===== src/rtl/svutest_regress_sched.sv =====
// Regression scheduler: launches test channels in index order with bounded parallelism and
// per-test timeouts, then reports tallies. Optional macro SVUTEST_SCHED_STOP_ON_FAIL_EN.
module svutest_regress_sched #(
   parameter int unsigned NUM_TESTS    = 11,
   parameter int unsigned MAX_PARALLEL = 1,
   parameter int unsigned TIMEOUT_W    = 20,
   parameter int unsigned CNT_W        = $clog2(NUM_TESTS + 1)
) (
   input  logic                 clk,
   input  logic                 rst_n,
   input  logic                 run,
   input  logic [TIMEOUT_W-1:0] timeout_cycles,
   output logic [NUM_TESTS-1:0] test_start,
   input  logic [NUM_TESTS-1:0] test_done,
   input  logic [NUM_TESTS-1:0] test_pass,
   output logic                 busy,
   output logic                 result_valid,
   output logic [NUM_TESTS-1:0] test_failed,
   output logic [CNT_W-1:0]     pass_count,
   output logic [CNT_W-1:0]     fail_count,
   output logic [CNT_W-1:0]     timeout_count,
   output logic [CNT_W-1:0]     skip_count
);

   localparam int unsigned IDX_W  = (NUM_TESTS > 1) ? $clog2(NUM_TESTS) : 1;
   localparam int unsigned SLOT_W = (MAX_PARALLEL > 1) ? $clog2(MAX_PARALLEL) : 1;
   localparam logic [CNT_W-1:0] NUM_C = CNT_W'(NUM_TESTS);
   localparam logic [CNT_W-1:0] PAR_C = CNT_W'(MAX_PARALLEL);

   typedef enum logic [1:0] {StIdle, StLaunch, StWait, StReport} state_e;

   state_e                  state_q;
   logic [CNT_W-1:0]        next_idx_q;
   logic [TIMEOUT_W-1:0]    timeout_q;
   logic [MAX_PARALLEL-1:0] slot_busy_q;
   logic [IDX_W-1:0]        slot_idx_q   [MAX_PARALLEL];
   logic [TIMEOUT_W-1:0]    slot_timer_q [MAX_PARALLEL];

   logic [NUM_TESTS-1:0]    expired;
   logic [NUM_TESTS-1:0]    done_act;
   logic [NUM_TESTS-1:0]    pass_vec;
   logic [NUM_TESTS-1:0]    fail_vec;
   logic [NUM_TESTS-1:0]    timeout_vec;
   logic [NUM_TESTS-1:0]    retire;
   logic [NUM_TESTS-1:0]    launch_vec;
   logic [MAX_PARALLEL-1:0] slot_retire;
   logic [SLOT_W-1:0]       free_slot;
   logic [CNT_W-1:0]        active_count;
   logic [CNT_W-1:0]        pass_inc;
   logic [CNT_W-1:0]        fail_inc;
   logic [CNT_W-1:0]        timeout_inc;
   logic                    halt;
   logic                    launch;

`ifdef SVUTEST_SCHED_STOP_ON_FAIL_EN
   logic [CNT_W-1:0] skip_q;
   assign skip_count = skip_q;
`else
   assign skip_count = '0;
`endif

   function automatic logic [CNT_W-1:0] popcount(input logic [NUM_TESTS-1:0] v);
      logic [CNT_W-1:0] n;
      n = '0;
      for (int i = 0; i < NUM_TESTS; i++) begin
         n = n + CNT_W'(v[i]);
      end
      return n;
   endfunction

   always_comb begin
      expired = '0;
      for (int s = 0; s < MAX_PARALLEL; s++) begin
         if (slot_busy_q[s] && (timeout_q != '0) && (slot_timer_q[s] == timeout_q)) begin
            expired[slot_idx_q[s]] = 1'b1;
         end
      end
      done_act    = test_done & test_start;
      pass_vec    = done_act & test_pass;
      // A done strobe on the expiry edge wins over the timeout.
      timeout_vec = expired & test_start & ~test_done;
      fail_vec    = (done_act & ~test_pass) | timeout_vec;
      retire      = done_act | timeout_vec;

      slot_retire = '0;
      for (int s = 0; s < MAX_PARALLEL; s++) begin
         slot_retire[s] = slot_busy_q[s] & retire[slot_idx_q[s]];
      end

      free_slot = '0;
      for (int s = MAX_PARALLEL - 1; s >= 0; s--) begin
         if (!slot_busy_q[s]) begin
            free_slot = SLOT_W'(s);
         end
      end

      active_count = popcount(test_start);
      pass_inc     = popcount(pass_vec);
      fail_inc     = popcount(fail_vec);
      timeout_inc  = popcount(timeout_vec);

`ifdef SVUTEST_SCHED_STOP_ON_FAIL_EN
      halt = |fail_vec;
`else
      halt = 1'b0;
`endif
      // Slot freed this edge is not reused until the next one: active_count is registered.
      launch = (state_q == StLaunch) && (active_count < PAR_C) && (next_idx_q < NUM_C) && !halt;

      launch_vec = '0;
      if (launch) begin
         launch_vec[next_idx_q[IDX_W-1:0]] = 1'b1;
      end
   end

   always_ff @(posedge clk or negedge rst_n) begin
      if (!rst_n) begin
         state_q       <= StIdle;
         test_start    <= '0;
         busy          <= 1'b0;
         result_valid  <= 1'b0;
         test_failed   <= '0;
         pass_count    <= '0;
         fail_count    <= '0;
         timeout_count <= '0;
         next_idx_q    <= '0;
         timeout_q     <= '0;
         slot_busy_q   <= '0;
         for (int s = 0; s < MAX_PARALLEL; s++) begin
            slot_idx_q[s]   <= '0;
            slot_timer_q[s] <= '0;
         end
`ifdef SVUTEST_SCHED_STOP_ON_FAIL_EN
         skip_q        <= '0;
`endif
      end else begin
         unique case (state_q)
            StIdle: begin
               if (run) begin
                  state_q       <= StLaunch;
                  busy          <= 1'b1;
                  test_failed   <= '0;
                  pass_count    <= '0;
                  fail_count    <= '0;
                  timeout_count <= '0;
                  next_idx_q    <= '0;
                  timeout_q     <= timeout_cycles;
`ifdef SVUTEST_SCHED_STOP_ON_FAIL_EN
                  skip_q        <= '0;
`endif
               end
            end
            StLaunch, StWait: begin
               test_start    <= (test_start & ~retire) | launch_vec;
               test_failed   <= test_failed | fail_vec;
               pass_count    <= pass_count + pass_inc;
               fail_count    <= fail_count + fail_inc;
               timeout_count <= timeout_count + timeout_inc;
               // Timer starts at 1 so expiry lands exactly timeout_cycles edges after launch.
               for (int s = 0; s < MAX_PARALLEL; s++) begin
                  slot_timer_q[s] <= slot_timer_q[s] + TIMEOUT_W'(1);
                  if (slot_retire[s]) begin
                     slot_busy_q[s] <= 1'b0;
                  end
                  if (launch && (free_slot == SLOT_W'(s))) begin
                     slot_busy_q[s]  <= 1'b1;
                     slot_idx_q[s]   <= next_idx_q[IDX_W-1:0];
                     slot_timer_q[s] <= TIMEOUT_W'(1);
                  end
               end
               if (state_q == StLaunch) begin
                  if (launch) begin
                     next_idx_q <= next_idx_q + CNT_W'(1);
                     if (next_idx_q + CNT_W'(1) == NUM_C) begin
                        state_q <= StWait;
                     end
                  end
`ifdef SVUTEST_SCHED_STOP_ON_FAIL_EN
                  else if (halt) begin
                     skip_q  <= NUM_C - next_idx_q;
                     state_q <= StWait;
                  end
`endif
               end else if (active_count == '0) begin
                  state_q      <= StReport;
                  busy         <= 1'b0;
                  result_valid <= 1'b1;
               end
            end
            StReport: begin
               result_valid <= 1'b0;
               state_q      <= StIdle;
            end
            default: state_q <= StIdle;
         endcase
      end
   end

endmodule


===== config.mk =====
export PLATFORM = sky130hd
export DESIGN_NAME = svutest_regress_sched
export DESIGN_NICKNAME = d
export VERILOG_FILES = /design/src/rtl/svutest_regress_sched.sv
export SDC_FILE = /design/constraint.sdc
export NUM_CORES = 1
export LEC_CHECK = 0
export BUFFER_PORTS_ARGS = -buffer_cell sky130_fd_sc_hd__clkbuf_2
export CAP_MARGIN = 20
export CORE_MARGIN = 1.5
export CORE_UTILIZATION = 42
export CTS_CLUSTER_DIAMETER = 30
export DETAILED_ROUTE_END_ITERATION = 10
export PLACE_DENSITY = 0.67
export SLEW_MARGIN = 20
export SYNTH_ARGS = -nofsm -noshare
export SYNTH_HDL_FRONTEND = slang
export SYNTH_SLANG_ARGS = --single-unit

===== constraint.sdc =====
create_clock -name clk -period 11.95 [get_ports clk]
set_input_delay 0.5975 -clock clk [delete_from_list [all_inputs] [get_ports clk]]
set_output_delay 0.5975 -clock clk [all_outputs]
set_load 0.05 [all_outputs]

Yosys cells after proc, flatten, opt, wreduce, memory -nomap -nowiden
Cells that the tools add are included.
{"block": "totals", "ff_bits": 87, "latch_bits": 0, "mem_bits_rw": 0, "romBits": 0, "wordCells": 145, "mem_count": 0}
{"block": "op_classes", "addsub": 45, "n_mul": 0, "div_mod_pow": 0, "order_cmp": 6, "eq_ne": 13, "shifts": 0, "n_mux": 33, "n_bitwise": 14, "reduce_logical": 21}
{"op": "$add 4x1->4", "count": 28}
{"op": "$and 11x11->11", "count": 6}
{"op": "$or 11x11->11", "count": 4}
{"op": "$mux 11", "count": 3}
{"op": "$not 11->11", "count": 3}
{"op": "$pmux 4 s2", "count": 4}
{"op": "$pmux 11 s2", "count": 1}
{"op": "$add 20x1->20 const B", "count": 1}
{"op": "$eq 20x20->1", "count": 1}
{"op": "$mux 20", "count": 1}
{"op": "$reduce_bool 20->1", "count": 1}
{"op": "$add 3x1->4", "count": 4}
{"op": "$add 2x1->3", "count": 4}
{"op": "$add 4x4->4", "count": 3}
{"op": "$mux 4", "count": 3}
{"op": "$reduce_and 4->1", "count": 3}
{"op": "$lt 4x5->1 const B", "count": 2}
{"op": "$mux 1", "count": 10}
{"op": "$mux 2", "count": 5}
{"op": "$ne 2x2->1 const B", "count": 5}
{"op": "$ne 3x3->1 const B", "count": 3}
{"op": "$add 1x1->2", "count": 4}
{"op": "$demux 1 s4", "count": 2}
{"op": "$ge 4x1->1 const B", "count": 2}
{"op": "other kinds (17)", "count": 29}

Depth between registers and ports, before layout
{"block": "logic_depth", "ltp_word": 20, "mapped_depth": 21, "depth_no_buf": 20}

Worst setup path before layout
No wires, ideal clock.
{"block": "synth_timing", "kind": "register to register", "start": "reg slot_timer_q[6] (netlist bit)", "end": "reg fail_count[3]", "setup_ns": 0.125, "t_arrival_ns": 4.914, "path_slack_ns": 6.911, "stages_incl_launch_ff": 22, "path_buffers": 1, "path_cell_list": "dfrtp_1 > xor2_1 > nor4_1 > o2111ai_1 > clkbuf_1 > nor3_1 > a21oi_1 > nand2b_1 > fa_1 > inv_1 > fa_1 > inv_1 > fa_1 > inv_1 > fa_1 > ha_1 > a21o_1 > a21oi_1 > xnor2_1 > nand4_1 > o21ai_0 > nor3_1"}
{"block": "synth_via", "elab_chain_cells": 18}
{"element": "start, declared", "line_no": "37", "rtl": "logic [TIMEOUT_W-1:0] slot_timer_q [MAX_PARALLEL];"}
{"element": "start signal, assigned by index", "line_no": "161", "rtl": "slot_timer_q[s] <= slot_timer_q[s] + TIMEOUT_W'(1);"}
{"element": "$eq 20x20->1 (*)", "line_no": "74", "rtl": "if (slot_busy_q[s] && (timeout_q != '0) && (slot_timer_q[s] == timeout_q)) begin"}
{"element": "$logic_and 1x1->1 (*)", "line_no": "74"}
{"element": "$mux 11 (*)", "line_no": "74"}
{"element": "$and 11x11->11 (*) (2 in a row)", "line_no": "81", "rtl": "timeout_vec = expired & test_start & ~test_done;"}
{"element": "$or 11x11->11 (*)", "line_no": "82", "rtl": "fail_vec = (done_act & ~test_pass) | timeout_vec;"}
{"element": "$add 1x1->2", "line_no": "66", "rtl": "n = n + CNT_W'(v[i]);"}
{"element": "$add 2x1->3", "line_no": "66"}
{"element": "$add 3x1->4", "line_no": "66"}
{"element": "$add 4x1->4 (6 in a row)", "line_no": "66"}
{"element": "$add 4x1->4 (*)", "line_no": "66"}
{"element": "$add 4x4->4 (*)", "line_no": "157", "rtl": "fail_count <= fail_count + fail_inc;"}
{"element": "$pmux 4 s2 (*)", "line_no": "137", "rtl": "unique case (state_q)"}
{"element": "end signal, assigned", "line_no": "157"}
{"element": "end, declared", "line_no": "20", "rtl": "output logic [CNT_W-1:0] fail_count,"}
Mark *: on every way between the ends. The rest lies on a longest branch, timed or not.
A chain may end at the register's enable or synchronous reset.

Worst setup path after layout
{"block": "layout_timing", "start": "reg slot_timer_q[0] (netlist bit)", "end": "reg fail_count[3]"}
The elaborated chain is that of the path after synthesis.

==> flow_summary_export.csv <==
group,metric,value,unit
place,dpl.cell_count,881,
logic_synthesis,synth_top_family_by_area,"simple AND/OR/NAND/NOR gates",
logic_synthesis,synth_adder_area_share,0.160,
floorplanning,die_w,123,microns
hold_path,hp-class,"primary input to async pin",
sta,fin_crit_sh,0.482,
logic_synthesis,ys_warn_count,0,
drt,vias,5179,
drt,drt-met1-wl,7.36,mm
sta,fmax,0.174,GHz
outcome,outcome,"finished clean",
clock_tree,post_cts_buffers,0,
clock_tree,clkLatencyLatePin,350,ps
logic_synthesis,ys_ff_latch,87,
logic_synthesis,ys.flop_type,"dfrtp_1",
clock_tree,htree_levels,3,
clock_tree,clock-sinks,87,
sta,finalSetupViolations,0,
drt,firstDrtPassIters,5,
sta,fin_crit,5760,ps
clock_tree,cts_tree,"yes",
place,place.gp.congestion,0.951,
place,placed_cell_area,6630,sq um
setup_path,crit_family,"adder cells",
floorplanning,fp-row-count,43,
logic_synthesis,synth_compound_area_frac,0.146,
power,vdd_ir_drop_max,154,uV
global_route,antenna_found_initial,0,
sta,whs,221,ps
drt,routed.top_layer,"met4",
setup_path,cp_slowest_cell,"nor3_2",
drt,wl_per_cell,19.4,microns
logic_synthesis,synth_edf_count,0,
clock_tree,cts_resized,0,
drt,totalWireLength,17.4,mm
drt,first_iter_violations,520,
floorplanning,die_h,123,microns
finish,design_area,6940,sq um
sta,slew_viol_final,0,
finish,layoutNonFillerInstCount,897,
finish,fin_nets,818,
logic_synthesis,synthCells,640,
logic_synthesis,synth.mux.area_fraction,0.0548,
global_route,grt_overflow,0,
drt,wl_met2,8.23,mm
setup_path,slowest_delay,740,ps
setup_path,cp-start-kind,"flop",
setup_path,path_common_cell,"fa_1",
global_route,grt_first_pass_wirelength,28.0,mm
sta,tightest_slew,1010,ps
drt,ant_nets,0,
floorplanning,dieArea,15200,sq um
sta,finalHoldViolations,0,
sta,fin_skew,4.52,ps
logic_synthesis,synth-simple-area-share,0.173,
clock_tree,cts-root-buf,"clkbuf_16",
floorplanning,io-pin-count,85,
logic_synthesis,syn_area_per_cell,9.49,sq um
sta,tns,0,ps
global_route,grt_pass1_vias,5231,
power,p_per_area,252,nW/um^2
global_route,grt_usage,0.245,
logic_synthesis,yosysSeqAreaShare,0.359,
logic_synthesis,synth_cell_type_count,58,
clock_tree,clk_pin_slew_worst_paths,60,ps
sta,rsz0062_at_grt,"no",
finish,final_common_cell,"dfrtp_1",
place,portBuffers,80,
clock_tree,cts_hold_buf,0,
logic_synthesis,synthArstFlopShare,1.00,
setup_path,crit_path_cell_trace,"xor2_1 > nor4_1 > nand4_1 > nor3_2 > a22o_1 > nand2_1 > fa_1 > inv_1 > fa_1 > inv_1 > fa_1 > inv_1 > fa_1 > ha_1 > a21o_1 > a21oi_1 > xnor2_1 > nand4_1 > o21ai_0 > nor3_1",
setup_path,worst-path-max-fanout,14,
finish,area_delta_synth_final,14.3,%
setup_path,arrival,6030,ps
floorplanning,design.core.area,14000,sq um
setup_path,end_kind,"flop",
power,p_leak,3.32,nW
clock_tree,clockBufferDepth,2,
floorplanning,initial_utilization,0.434,
place,dp_hpwl,13.2,mm
finish,layout-drive-gt1-share,0.184,
clock_tree,cts_buffers,9,
global_route,grt_max_degree,50,
setup_path,required,12220,ps
finish,final_cell_mix,"dfrtp_1 (87), clkbuf_2 (79), inv_1 (52), nand2_1 (48), o21ai_0 (46)",
setup_path,regToRegSetupSlack,6190,ps
finish,antenna_cells,0,
drt,met3_length,1.27,mm
drt,avgViaCountPerCell,5.77,
logic_synthesis,synthesis.area,6070,sq um
logic_synthesis,synth-xor-area-share,0.0548,
setup_path,crit_type,"flop to flop",
drt,route.detailed.drc,0,
run,drv_cap,0,
setup_path,crit_buf_inv,3,
sta,relSlewSlack,0.323,
-- worst register-to-register path: stages, from the launching register on --
cell     delay (ps)
dfrtp_1         450
xor2_1          180
nor4_1          310
nand4_1         500
nor3_2          740
a22o_1          260
nand2_1          80
fa_1            510
inv_1            50
fa_1            470
inv_1            50
fa_1            480
inv_1            50
fa_1            440
ha_1            310
a21o_1          170
a21oi_1         170
xnor2_1         110
nand4_1          90
o21ai_0         100
nor3_1          180
-- synthesized netlist by cell type (11+ instances only) --
master,number,share of area
o21ai_0,46,0.038
nor2_1,43,0.027
ha_1,33,0.068
mux2_2,22,0.041
clkbuf_1,15,0.0093
nor4_1,16,0.016
fa_1,28,0.092
nand2b_1,12,0.012
inv_1,52,0.032
and3_1,11,0.011
dfrtp_1,87,0.36
nand3_1,23,0.019
nand2_1,48,0.030
a21oi_1,32,0.026
a22o_1,19,0.027
xor2_1,28,0.040
nor3_1,15,0.012
-- registers in the layout, summed over array words and instances (netlist names) --
| register | cells |
|---|---|
| busy | 1 |
| fail_count | 4 |
| next_idx_q | 4 |
| pass_count | 4 |
| result_valid | 1 |
| slot_busy_q | 1 |
| slot_idx_q | 4 |
| slot_timer_q | 20 |
| state_q | 2 |
| test_failed | 11 |
| test_start | 11 |
| timeout_count | 4 |
| timeout_q | 20 |
-- per-stage QoR --
stage               worst slack, ps   util  power [mW]
floorplan                      6910      -        1.16
global placement               5990  0.474        1.41
detailed placement             5950  0.474        1.45
CTS                            5930  0.496        1.75
global route                   5690  0.496        1.87
finish                         6190  0.496        1.75
-- final timing paths --
kind                                        startpoint                   endpoint  depth (start not counted)
max reg2reg                slot_timer_q[0]$_DFFE_PN0N_  fail_count[3]$_DFFE_PN0P_                         20
max                        slot_timer_q[0]$_DFFE_PN0N_  fail_count[3]$_DFFE_PN0P_                         20
min reg2reg                  pass_count[2]$_DFFE_PN0P_  pass_count[2]$_DFFE_PN0P_                          2
min in group clk                    timeout_cycles[16]  timeout_q[16]$_DFFE_PN0P_                          2
max in group asynchronous                        rst_n   timeout_q[6]$_DFFE_PN0P_                          2
min                                              rst_n  timeout_q[11]$_DFFE_PN0P_                          1
-- logic make-up (layout without fill, tap and decap cells) --
| group | Yosys count | count (layout) |
|---|---|---|
| and+or+nand+nor | 209 | 209 |
| AOI/OAI and AO/OA | 138 | 138 |
| DFF | 87 | 87 |
| buffers and inverters | 78 | 152 |
| adders and majority gates | 61 | 61 |
| xor gates and xnor gates | 38 | 38 |
| muxes | 28 | 28 |
| other | 1 | 4 |
-- metal layers --
layer,track usage,up-vias
met4,0.0876,0
met5,0,-
met1,0.317,2502
li1,-,2384
met3,0.0577,45
met2,0.402,248
-- where the power goes --
part	switching [mW]	internal (mW)	total (mW)
Combinational	0.606	0.315	0.921
Clock	0.122	0.174	0.296
Sequential	0.142	0.388	0.530
Total	0.869	0.877	1.75
-- area by class of cell --
cell class	instances	area [sq um]
Multi-Input combinational cell	478	3600
Clock buffer	12	256
Inverter	52	195
Tap cell	180	225
Clock inverter	4	51.3
Sequential cell	87	2180
Timing Repair Buffer	84	433
Fill cell	1340	7050
(Power assumes the default switching activity.)
